$ cat config.mk
export PLATFORM = sky130hd
export DESIGN_NAME = mux_stream_sel
export DESIGN_NICKNAME = d
export VERILOG_FILES = /design/src/rtl/mux_stream_sel_pkg.sv /design/src/rtl/mux_stream_sel_rr_arbiter.sv /design/src/rtl/mux_stream_sel.sv
export SDC_FILE = /design/constraint.sdc
export NUM_CORES = 1
export LEC_CHECK = 0
export CAP_MARGIN = 20
export CORE_MARGIN = 3
export CORE_UTILIZATION = 35
export CTS_CLUSTER_SIZE = 28
export DETAILED_ROUTE_END_ITERATION = 10
export PLACE_DENSITY = 0.81
export SYNTH_ARGS = -nofsm -noshare
export SYNTH_HDL_FRONTEND = slang
export SYNTH_SLANG_ARGS = --single-unit
$ cat constraint.sdc
create_clock -name clk -period 2.5 [get_ports clk]
set_clock_uncertainty 0.1 [all_clocks]
set_input_delay 0.625 -clock clk [delete_from_list [all_inputs] [get_ports clk]]
set_output_delay 0.625 -clock clk [all_outputs]
set_load 0.01 [all_outputs]
$ cat src/rtl/mux_stream_sel_pkg.sv
// ----------------------------------------------------------------------------
// mux_stream_sel_pkg
//   Shared constants and helpers for the N-way stream selector.
//   - MODE_SEL / MODE_RR : selection mode encodings for the MODE parameter
//   - clog2()            : ceiling log2, used to derive the select/source width
// ----------------------------------------------------------------------------
package mux_stream_sel_pkg;

  localparam int MODE_SEL = 0;  // explicit channel select via sel
  localparam int MODE_RR  = 1;  // round-robin among valid channels

  // Ceiling log2 with a floor of 1, so a 2-channel build still has a 1-bit index.
  function automatic int clog2(input int value);
    int r;
    r = 1;
    for (int i = 1; i < 32; i++) begin
      if ((1 << i) < value) r = i + 1;
    end
    return r;
  endfunction

endpackage

$ cat src/rtl/mux_stream_sel_rr_arbiter.sv
// ----------------------------------------------------------------------------
// mux_stream_sel_rr_arbiter
//   Combinational round-robin arbiter. Scans ptr+1, ptr+2, ... (mod N) and
//   grants the first requesting channel.
// Ports
//   req        in   N     per-channel request
//   ptr        in   SELW  index of the most recently granted channel
//   en         in   1     grants are suppressed when low
//   grant      out  N     one-hot grant (or zero)
//   grant_idx  out  SELW  index of the granted channel (0 when no grant)
// ----------------------------------------------------------------------------
module mux_stream_sel_rr_arbiter #(
  parameter int N    = 4,
  parameter int SELW = 2
) (
  input  logic [N-1:0]    req,
  input  logic [SELW-1:0] ptr,
  input  logic            en,
  output logic [N-1:0]    grant,
  output logic [SELW-1:0] grant_idx
);

  // One extra bit so ptr + k (at most 2N-1) never overflows before the wrap.
  logic [SELW:0] cand;
  logic          found;

  always_comb begin
    grant     = '0;
    grant_idx = '0;
    found     = 1'b0;
    cand      = '0;
    for (int k = 1; k <= N; k++) begin
      cand = {1'b0, ptr} + (SELW+1)'(k);
      // A single subtraction is enough to wrap since ptr < N and k <= N.
      if (cand >= (SELW+1)'(N)) cand = cand - (SELW+1)'(N);
      if (en && !found && req[cand[SELW-1:0]]) begin
        grant[cand[SELW-1:0]] = 1'b1;
        grant_idx             = cand[SELW-1:0];
        found                 = 1'b1;
      end
    end
  end

endmodule

$ cat src/rtl/mux_stream_sel.sv
// ----------------------------------------------------------------------------
// mux_stream_sel
//   N-way, WIDTH-bit selector with a registered output stage and valid/ready
//   handshake on both sides. MODE 0 selects the channel named by sel; MODE 1
//   round-robins over the valid channels.
// Ports
//   clk        in   1        rising-edge clock
//   rst_n      in   1        asynchronous active-low reset
//   in_data    in   N*WIDTH  channel i at [i*WIDTH +: WIDTH]
//   in_valid   in   N        per-channel valid
//   in_ready   out  N        per-channel ready (combinational from out_ready)
//   sel        in   SELW     channel index, MODE 0 only
//   out_data   out  WIDTH    registered data
//   out_src    out  SELW     registered index of the supplying channel
//   out_valid  out  1        registered valid
//   out_ready  in   1        consumer ready
// ----------------------------------------------------------------------------
module mux_stream_sel
  import mux_stream_sel_pkg::*;
#(
  parameter int WIDTH = 32,
  parameter int N     = 4,
  parameter int SELW  = clog2(N),
  parameter int MODE  = MODE_SEL
) (
  input  logic               clk,
  input  logic               rst_n,
  input  logic [N*WIDTH-1:0] in_data,
  input  logic [N-1:0]       in_valid,
  output logic [N-1:0]       in_ready,
  input  logic [SELW-1:0]    sel,
  output logic [WIDTH-1:0]   out_data,
  output logic [SELW-1:0]    out_src,
  output logic               out_valid,
  input  logic               out_ready
);

  logic             load_en;
  logic [N-1:0]     grant;
  logic [SELW-1:0]  grant_idx;
  logic             grant_any;
  logic [WIDTH-1:0] data_mux;

  logic [WIDTH-1:0] out_data_reg;
  logic [SELW-1:0]  out_src_reg;
  logic             out_valid_reg;

  // The output register may take a new word when it is empty or being drained.
  assign load_en = ~out_valid_reg | out_ready;

  generate
    if (MODE == MODE_SEL) begin : g_sel
      // An out-of-range sel matches no channel and therefore grants nothing.
      for (genvar gi = 0; gi < N; gi++) begin : g_dec
        assign grant[gi] = in_valid[gi] & (sel == SELW'(gi));
      end
      assign grant_idx = sel;
    end else begin : g_rr
      logic [SELW-1:0] ptr_reg;

      mux_stream_sel_rr_arbiter #(
        .N    (N),
        .SELW (SELW)
      ) u_arb (
        .req       (in_valid),
        .ptr       (ptr_reg),
        .en        (load_en),
        .grant     (grant),
        .grant_idx (grant_idx)
      );

      // Starts at N-1 so channel 0 wins first; moves only on an accepted word.
      always_ff @(posedge clk or negedge rst_n) begin
        if (!rst_n) begin
          ptr_reg <= SELW'(N - 1);
        end else if (load_en && grant_any) begin
          ptr_reg <= grant_idx;
        end
      end
    end
  endgenerate

  assign grant_any = |grant;

  for (genvar gi = 0; gi < N; gi++) begin : g_ready
    assign in_ready[gi] = grant[gi] & load_en;
  end

  // AND-OR mux keyed by the one-hot grant; avoids indexing with an out-of-range sel.
  always_comb begin
    data_mux = '0;
    for (int i = 0; i < N; i++) begin
      data_mux = data_mux | (in_data[i*WIDTH +: WIDTH] & {WIDTH{grant[i]}});
    end
  end

  always_ff @(posedge clk or negedge rst_n) begin
    if (!rst_n) begin
      out_valid_reg <= 1'b0;
      out_data_reg  <= '0;
      out_src_reg   <= '0;
    end else if (load_en) begin
      out_valid_reg <= grant_any;
      if (grant_any) begin
        out_data_reg <= data_mux;
        out_src_reg  <= grant_idx;
      end
    end
  end

  assign out_data  = out_data_reg;
  assign out_src   = out_src_reg;
  assign out_valid = out_valid_reg;

endmodule

==> flow_summary_export.csv <==
group,metric,value,unit
pwr,p_sw,0.5701,mW
sta,hold_viol,0,
placement,port_buffers,235,
sta,setup_viol,4,
outcome,outcome,"complete, but fails checks",
outcome,violations,"setup timing",
critical_path,critPathKind,"in -> out",
synthesis,post_synth_num_cell_types,22,
die,rows,35,
placement,place.gp.congestion,0.7781,
placement,place_area,5854,µm²
global_routing,grt_pass1_vias,3659,
pwr,irDropWorstVdd,0.3281,mV
detailed_routing,num_vias,3358,
synthesis,ys_ff_latch,65,
sta,max_freq,392.5,MHz
pwr,cell_internal_pwr,2.025,mW
synthesis,yosysTopAreaCellShare,48.63,%
final_layout,drive_gt1_share,21.92,%
flow_run,maxCapViolations,0,
pwr,pwr-share-comb,17.4,%
synthesis,yosysTopAreaCell,"dfrtp_1",
synthesis,ys_seq_area_share,48.63,%
sta,rsz0062_at_grt,"yes",
sta,slew_viol_final,0,
pwr,seqPwrFrac,40.5,%
sta,slew_headroom,57.19,%
clocking,cts_sinks,65,
critical_path,r2r_setup_slack,0.64,ns
final_layout,num_antenna_cells,0,
critical_path,endpoint_kind,"output port",
sta,fin_crit,2.548,ns
detailed_routing,vias_per_cell,5.174,
clocking,cts.clk_slew.worst_paths,0.07,ns
worst_hold_path,hp-class,"in -> async",
detailed_routing,wire_per_inst,18.80,µm
clocking,cts_tree,"done",
clocking,clockRootBuffer,"clkbuf_8",
critical_path,cp.required,1.77,ns
global_routing,antenna_found_initial,0,
synthesis,synth.cell_area,3344,µm²
sta,worst_slew_pin_slew,0.6422,ns
pwr,swShare,21.97,%
sta,fin_ws,-0.04793,ns
final_layout,fin_area,6135,µm²
critical_path,cp_slowest_cell,"nor4_4",
synthesis,synth_area_per_cell,11.99,µm²
detailed_routing,drt-pass1-iter-count,4,
detailed_routing,drc,0,
critical_path,worstPathMaxFanout,4,
synthesis,yosysWarnings,0,
die,die_h,103.8,µm
synthesis,synthCells,279,
final_layout,final_cell_mix,"198 x clkdlybuf4s50_1, 65 x dfrtp_1, 32 x a22oi_1, 32 x a221oi_1, 32 x a21oi_1",
synthesis,syn-num-nets,446,
critical_path,arrival,1.82,ns
detailed_routing,ant_nets,0,
clocking,clock_latency,0.32,ns
sta,finalCritPeriodShare,101.9,%
clocking,clockBufferDepth,2,
global_routing,grt_pass1_wl,19340,µm
sta,setup-tns-final,-0.1734,ns
pwr,power.leakage,2.634,nW
die,start_util,36.02,%
die,ios,236,
final_layout,layout.nets,682,
clocking,htreeDepth,3,
clocking,ctsHoldBuffers,0,
pwr,power.density,423.0,nW/µm²
critical_path,startpoint_type,"input pin",
critical_path,slowest_delay,0.29,ns
die,fp.dieArea,10760,µm²
detailed_routing,dr.first_iter.drc_count,125,
detailed_routing,wirelength,12200,µm
placement,dpl.cell_count,630,
synthesis,synthTopCellsByArea,"dfrtp_1 49%, mux2_4 13%, a221oi_1 8.4%, a22oi_1 7.2%, nor2b_1 6.2%",
final_layout,final_common_cell,"clkdlybuf4s50_1",
final_layout,instances_no_fill,649,
pwr,clkPwrFrac,42.1,%
die,die_w,103.8,µm
global_routing,grt_overflow,0,
clocking,cts_buffers,9,
critical_path,crit_chain,"buf_6, nor4_4, nand4_2, nor3_2, buf_4, and3b_1, buf_2",
die,core-area,9284,µm²
global_routing,grt_usage,22.59,%
global_routing,grt_max_degree,53,
placement,dp_hpwl,9417,µm
final_layout,syn_to_final_growth,83.43,%
## metrics by stage
stage / power, mW / hold WS (ns) / setup WS, ns / util (%)
final: 2.595 / 0.2143 / -0.04793 / 66.08
after global routing: 2.714 / 0.2481 / -0.1330 / 66.08
after CTS: 2.626 / 0.2306 / -0.06674 / 65.70
after detailed placement: 1.529 / 0.3852 / -0.9451 / 63.06
after global placement: 1.517 / 0.3832 / -0.8707 / 63.06
after floorplan: 1.197 / 0.2294 / 0.1055 / -
## final cells by class
cell class | instances | area (µm²)
Clock buffer | 10 | 137.6
Clock inverter | 6 | 113.9
Fill cell | 754 | 3149
Multi-Input combinational cell | 184 | 1657
Sequential cell | 65 | 1627
Tap cell | 129 | 161.4
Timing Repair Buffer | 255 | 2439
## path summary, 6_finish.rpt
| path | startpoint | to | cells after the start |
|---|---|---|---|
| min in group clk | out_src[2] | out_src[2] | 1 |
| max reg2reg | out_valid | out_data[31] | 6 |
| min reg2reg | out_src[2] | out_src[2] | 1 |
| max in group asynchronous | rst_n | out_src[30] | 2 |
| max | sel[20] | in_ready[1] | 7 |
| min | rst_n | out_src[14] | 1 |
## power by group through the flow
stage / sequential, mW / clock [mW] / combinational, mW
global route: 1.05 / 1.18 / 0.487
detailed placement: 1.07 / 0 / 0.457
CTS: 1.05 / 1.13 / 0.448
finish: 1.05 / 1.09 / 0.452
floorplan: 1.07 / 0 / 0.125
global placement: 1.07 / 0 / 0.446
## synth_stat cells
cell type,number
mux4_2,1
nor4_1,3
and3_1,2
nor4_2,4
nand4_2,1
a21oi_1,32
nor4b_4,1
nor2_1,2
a22oi_1,32
mux2_2,4
buf_6,3
a21o_1,1
a221oi_1,32
clkbuf_1,24
mux2_4,30
nand4_1,1
nor3_1,1
nor2b_1,33
and3b_1,2
buf_2,3
and2_1,2
dfrtp_1,65
## what timing repair did
item / in CTS / in global routing
endpoints found under the hold margin: 0 / 0
resized for setup: 110 / 24
gates cloned: 0 / 0
buffers inserted: 2 / 1
setup endpoints to repair: 52 / 39
pin swaps: 12 / 8
## critical path: cells and delay by family
family,cells,cell delay [ns]
AND/OR/NAND/NOR,4,0.82
buffers and inverters,3,0.38
## per-layer routing
layer / vias up / global-route usage (%) / wire (µm) / share of wire (%)
met3: 21 / 8.162 / 1201 / 9.8
met1: 1611 / 26.00 / 4661 / 38
li1: 1546 / - / - / -
met4: 0 / 8.737 / 322 / 2.6
met5: - / 0 / 0 / 0
met2: 180 / 38.46 / 6013 / 49
## kinds of logic (layout without fill, tap and decap cells)
logic type / count (synthesis) / after routing / share of synthesized area [%]
AO/OA/AOI/OAI: 97 / 97 / 20.58
buffers and inverters: 30 / 271 / 4.153
flip-flops: 65 / 65 / 48.63
multiplexers: 35 / 35 / 15.49
AND/OR/NAND/NOR: 52 / 52 / 11.15
(Power assumes the default switching activity.)
